`src/rtl/divi_pipe_param.sv`:
```
// Pipelined restoring divider: AW/BW unsigned divide spread over STAGES ranks.
// Define DIVI_PIPE_ROUND_EN for a round-half-up quotient (default truncates).
module divi_pipe_param #(
    parameter int AW     = 48,
    parameter int BW     = 24,
    parameter int STAGES = 7,
    parameter int TW     = 4
) (
    input  logic          clk,
    input  logic          rst,
    input  logic          en,
    input  logic          vldin,
    input  logic [AW-1:0] ain,
    input  logic [BW-1:0] bin,
    input  logic [TW-1:0] tagin,
    output logic          vldout,
    output logic [AW-1:0] out,
    output logic [BW-1:0] remainder,
    output logic          dbz,
    output logic [TW-1:0] tagout
);

    localparam int NSEG = STAGES - 1;
    localparam int SPS  = (AW + NSEG - 1) / NSEG;

    // aq shifts dividend bits out of the top and quotient bits in at the bottom
    logic [AW-1:0] aq_r [NSEG];
    logic [BW-1:0] rm_r [NSEG];
    logic [BW-1:0] dv_r [NSEG];
    logic [TW-1:0] tg_r [NSEG];
    logic [NSEG-1:0] vld_r;

    logic [AW-1:0] aq_n [NSEG];
    logic [BW-1:0] rm_n [NSEG];

    logic [AW-1:0] q_fin;
    logic [BW-1:0] r_fin;
    logic [BW-1:0] d_fin;
    logic          zdiv;
    logic [AW-1:0] q_out;

    function automatic logic [AW+BW-1:0] div_step(
        input logic [AW-1:0] a,
        input logic [BW-1:0] m,
        input logic [BW-1:0] d
    );
        logic [BW:0] pr;
        logic        qb;
        pr = {m, a[AW-1]};
        qb = (pr >= {1'b0, d});
        if (qb) begin
            pr = pr - {1'b0, d};
        end
        return {a[AW-2:0], qb, pr[BW-1:0]};
    endfunction

    always_comb begin : seg_comb
        logic [AW-1:0] a;
        logic [BW-1:0] m;
        for (int s = 0; s < NSEG; s++) begin
            a = aq_r[s];
            m = rm_r[s];
            for (int k = 0; k < SPS; k++) begin
                if (s * SPS + k < AW) begin
                    {a, m} = div_step(a, m, dv_r[s]);
                end
            end
            aq_n[s] = a;
            rm_n[s] = m;
        end
    end

    assign q_fin = aq_n[NSEG-1];
    assign r_fin = rm_n[NSEG-1];
    assign d_fin = dv_r[NSEG-1];
    assign zdiv  = (d_fin == '0);

`ifdef DIVI_PIPE_ROUND_EN
    logic up;
    assign up    = ({r_fin, 1'b0} >= {1'b0, d_fin}) && !(&q_fin);
    assign q_out = q_fin + AW'(up);
`else
    assign q_out = q_fin;
`endif

    // data ranks carry don't-care payload when invalid, so they need no reset
    always_ff @(posedge clk) begin
        if (en) begin
            aq_r[0] <= ain;
            rm_r[0] <= '0;
            dv_r[0] <= bin;
            tg_r[0] <= tagin;
            for (int s = 1; s < NSEG; s++) begin
                aq_r[s] <= aq_n[s-1];
                rm_r[s] <= rm_n[s-1];
                dv_r[s] <= dv_r[s-1];
                tg_r[s] <= tg_r[s-1];
            end
        end
    end

    always_ff @(posedge clk) begin
        if (rst) begin
            vld_r     <= '0;
            vldout    <= 1'b0;
            out       <= '0;
            remainder <= '0;
            dbz       <= 1'b0;
            tagout    <= '0;
        end else if (en) begin
            vld_r[0] <= vldin;
            for (int s = 1; s < NSEG; s++) begin
                vld_r[s] <= vld_r[s-1];
            end
            vldout    <= vld_r[NSEG-1];
            out       <= zdiv ? '0 : q_out;
            remainder <= zdiv ? '0 : r_fin;
            dbz       <= zdiv;
            tagout    <= tg_r[NSEG-1];
        end
    end

endmodule

```
`config.mk`:
```
export PLATFORM = sky130hd
export DESIGN_NAME = divi_pipe_param
export DESIGN_NICKNAME = d
export VERILOG_FILES = /design/src/rtl/divi_pipe_param.sv
export SDC_FILE = /design/constraint.sdc
export NUM_CORES = 2
export LEC_CHECK = 0
export ABC_AREA = 1
export BUFFER_PORTS_ARGS = -buffer_cell sky130_fd_sc_hd__buf_2
export CAP_MARGIN = 20
export CORE_ASPECT_RATIO = 1.5
export CORE_UTILIZATION = 40
export DETAILED_ROUTE_END_ITERATION = 6
export HOLD_SLACK_MARGIN = 0.12
export PLACE_DENSITY = 0.64
export SLEW_MARGIN = 10
export SYNTH_ARGS = -nofsm -noshare
export SYNTH_HDL_FRONTEND = slang
export SYNTH_SLANG_ARGS = --single-unit
```
`constraint.sdc`:
```
create_clock -name clk -period 23.1 [get_ports clk]
set_input_delay 1.155 -clock clk [delete_from_list [all_inputs] [get_ports clk]]
set_output_delay 1.155 -clock clk [all_outputs]
set_load 0.005 [all_outputs]
```
Word-level counts from Yosys, hierarchy flattened

Memories as Yosys holds them, arrays and structs flattened. A register that Yosys moved wholly into a read port is not among the register bits.
Cells that the tools add are included.

Output and inout port bits: 78
Memories kept: 4
Logic and storage cells: 158
RAM bits: 600
Flip-flop bits (word level): 80

Memory list:

| name | words | bits a word | read ports | clocked after Yosys merged registers in | wr ports | RTL line | text |
|---|---|---|---|---|---|---|---|
| aq_r | 6     | 48          | 6          | 0                                       | 6        | 27       | `logic [AW-1:0] aq_r [NSEG];` |
| dv_r | 6     | 24          | 6          | 0                                       | 6        | 29       | `logic [BW-1:0] dv_r [NSEG];` |
| rm_r | 6     | 24          | 6          | 0                                       | 6        | 28       | `logic [BW-1:0] rm_r [NSEG];` |
| tg_r | 6     | 4           | 6          | 1                                       | 6        | 30       | `logic [TW-1:0] tg_r [NSEG];` |

Mux-type cells: 52
$lt $le $gt $ge: 48
Reduce and logical (&&, ||, !) cells: 1
$add $sub $neg: 48

Operators with widths:

| kind                                             | number |
|---|---|
| 25-bit by 24-bit >= comparator with 1-bit output | 48 |
| 24-bit two-way mux                               | 49 |
| 24-bit subtractor                                | 48 |
| 48-bit two-way mux                               | 1 |
| 24-bit logical NOT                               | 1 |
| 1-bit two-way mux                                | 2 |

Logic depth before layout (Yosys ltp)

An unclocked memory read counts as a cell.

Word-level depth: 18
Depth in mapped cells: 145

Worst setup path before layout

OpenSTA, ideal clock, no wires.

Path kind: register to register
Start point: memory dv_r[3][1]
End point: memory rm_r[4][12], data pin
Required time: 22.848 ns
Path buffers: 12
Stages on the path, launching flop included: 126
Setup time: 0.252 ns
Arrival time: 18.725 ns
Path slack: 4.123 ns
Cell sequence: edfxtp_1 > inv_1 > ha_1 > nand2_1 > nor2_1 > a21oi_2 > o21ai_2 > nand3_1 > nand3_2 > inv_2 > buf_2 > clkbuf_1 > or2_2 > o21a_1 > inv_1 > ha_1 > a21oi_1 > o21ai_0 > [90 not listed] > nand2_1 > a21oi_1 > o21bai_1 > a21oi_1 > o21ai_0 > a21boi_0 > o21bai_1 > a21oi_1 > o21ai_0 > nand3_1 > nand2_1 > nand3_1 > nand2_1 > a211oi_1 > nand3_2 > buf_2 > nand2_1 > nand2_1

RTL lines:

| element            | RTL line |
|---|---|
| start: declaration | 29 |
| end: declaration   | 28 |

==> impl_results.md <==
- CTS Hold Bufs: 0
- Setup Skew: 0.0616 ns
- Crit path capture type: flip-flop
- Crit path launch type: flip-flop
- Clock transition at path regs: 0.07 ns
- Endpoints failing hold: 0
- Post-synth EDFFs: 576
- Vias per cell: 5.53
- First-pass GRT wire length: 485 mm
- CP max-delay cell: o21ai_0
- Most frequent CP cell: nand2_1
- Max_cap viols: 0
- GRT Overall Usage: 28.4%
- Clock Latency Late Sink: 0.75 ns
- Die height: 575 µm
- Cells after Synth: 12741
- Seq cells post-synth: 660
- Commonest non-fill, non-tap cell in the layout: nand2_1
- Root buf cell: clkbuf_16
- Vias in the first global route: 85881
- I/O pin count: 158
- Post-DP Area: 93100 µm²
- WL final: 326 mm
- Share of layout cells above drive strength 1: 6.96%
- WS Path Type: flip-flop to flip-flop
- Post-Syn Area: 87700 µm²
- Final nets: 14339
- CTS tree: done
- GP Congestion: 1.02
- Die width: 384 µm
- Synth Warn #: 0
- Clock Path Buffers: 3
- Crit path arrival time: 22.11 ns
- Dominant synthesized flop cell: edfxtp_1
- Slew margin rel.: 33.1%
- Routed Antenna Nets: 0
- Total grt overflow: 0
- Design Area, Final: 96500 µm²
- Final HPWL DP: 266 mm
- Die area: 221000 µm²
- Area of the core: 218000 µm²
- Initial antenna violation count: 11
- Pin count of the biggest net entering global routing: 131
- Part of the cycle the worst path needs: 93.8%
- Number of unique standard cell types used by synthesis: 71
- Sequential area share after synthesis: 21.6%
- Ys async rst share: 0%
- Area Overhead vs Synth: 10.0%
- Final Max Slew Viols: 0
- Via count: 88530
- Largest stage delay on the critical path: 0.56 ns
- Routed WL per cell: 20.4 µm
- TritonCTS Buffers: 75
- Required time of the worst setup path: 23.53 ns
- Port bufs: 157
- CTS sink cnt: 660
- Slew @ Worst Pin: 1.00 ns
- Worst Hold Class: flip-flop to flip-flop
- Most frequent cells in the layout: nand2_1, inv_1, a21oi_1
- Synthesized area per cell: 6.88 µm²
- Post-route DRC: 0
- Minimum clock period: 21.67 ns
- Depth of the CTS H-tree: 3
- Pre-antenna DRT Iters: 6
- Status: finished, final reports clean
- Crit Path Max Fanout: 24
- Syn Nets: 13998
- Setup violators final: 0
- Maximum clock rate: 46.1 MHz
- Initial Util: 40.2%
- Initial drt markers: 5751
- Row cnt: 210
Yosys cell counts, drive strengths merged, types with 16 or more instances:
cell	number	share of area, %
ha	1130	16
a31oi	76	0.54
nand3b	16	0.15
o21bai	69	0.59
nor4	96	0.68
nor3	142	0.83
o221ai	22	0.22
buf	170	1.1
o211ai	28	0.24
fa	47	1.1
clkbuf	76	0.33
nor2	643	2.9
o21ai	1071	6.2
o21a	48	0.41
inv	1451	6.2
edfxtp	576	20
nand3	738	4.5
a21boi	95	0.82
nand2	3570	15
a211oi	20	0.17
a21o	85	0.73
a21oi	1215	7.0
a221oi	16	0.17
xor2	538	5.4
nand4	156	1.1
xnor2	434	4.3
or2	48	0.34
dfxtp	84	1.9
per-layer routing:
metal / part of all wire (%) / track usage (%) / vias to the layer above
li1: - / - / 43974
met1: 36 / 29.4 / 40698
met2: 50 / 51.3 / 2727
met3: 4.5 / 3.03 / 1129
met4: 9.6 / 23.5 / 2
met5: 0.0043 / 0 / -
worst max-delay path, delay by kind of cell, from the launching register on:
kind	cells	cell delay, ns
AOI/OAI and AO/OA	42	9.20
buffers and inverters	18	2.61
xor gates and xnor gates	1	0.06
DFF	1	0.53
adders and majority gates	8	2.90
and+or+nand+nor	49	5.99
through the flow:
stage | hold WS, ns | util [%] | instances | setup TNS [ns] | worst slack, ns
floorplan | 0.400 | - | 12741 | 0 | 4.12
global placement | 0.401 | 42.7 | 15819 | 0 | 0.562
detailed placement | 0.405 | 42.7 | 15819 | 0 | 0.602
CTS | 0.387 | 43.9 | 15956 | 0 | 0.523
global route | 0.406 | 44.2 | 16005 | -0.198 | -0.0324
finish | 0.394 | 44.3 | 16009 | 0 | 1.43
final timing paths:
kind	startpoint	endpoint	slack [ns]	cells after the start
worst max-delay path	dv_r[3][3]	rm_r[4][5]	1.43	118
worst min-delay path	aq_r[1][9]	aq_r[2][17]	0.39	0
worst max register to register	dv_r[3][3]	rm_r[4][5]	1.43	118
worst min register to register	aq_r[1][9]	aq_r[2][17]	0.39	0
layout make-up:
class	count	area, µm²
Antenna cell	5	12.5
Clock buffer	92	2030
Sequential cell	660	19000
Inverter	1453	5550
Tap cell	2862	3580
Timing Repair Buffer	503	3520
Clock inverter	45	588
Fill cell	22986	122000
Multi-Input combinational cell	10389	62200
registers in the layout, summed over array words and instances (netlist names):
signal / cells
aq_r: 288
tagout: 4
vldout: 1
tg_r: 24
rm_r: 120
out: 48
remainder: 24
dv_r: 144
dbz: 1
vld_r: 6
cells by family (layout without fill, tap and decap cells):
| logic type | after synthesis | in the layout | synth area share, % |
|---|---|---|---|
| simple gates | 5440 | 5447 | 26.2 |
| compound gates | 2792 | 2792 | 17.5 |
| buf+inv | 1699 | 2093 | 7.69 |
| fa+ha+maj | 1177 | 1177 | 17.2 |
| xor+xnor | 972 | 972 | 9.71 |
| flops | 660 | 660 | 21.6 |
| mux | 1 | 1 | 0.0114 |
| other cells | 0 | 5 | 0 |
what timing repair did:
| action | 4_1_cts | 5_1_grt |
|---|---|---|
| buffers inserted | 0 | 41 |
| setup endpoints to repair | 0 | 150 |
| resized for setup | 0 | 154 |
Power is not shown: default switching activity piles up to over one toggle a cycle in this logic, so the estimate is an artifact.
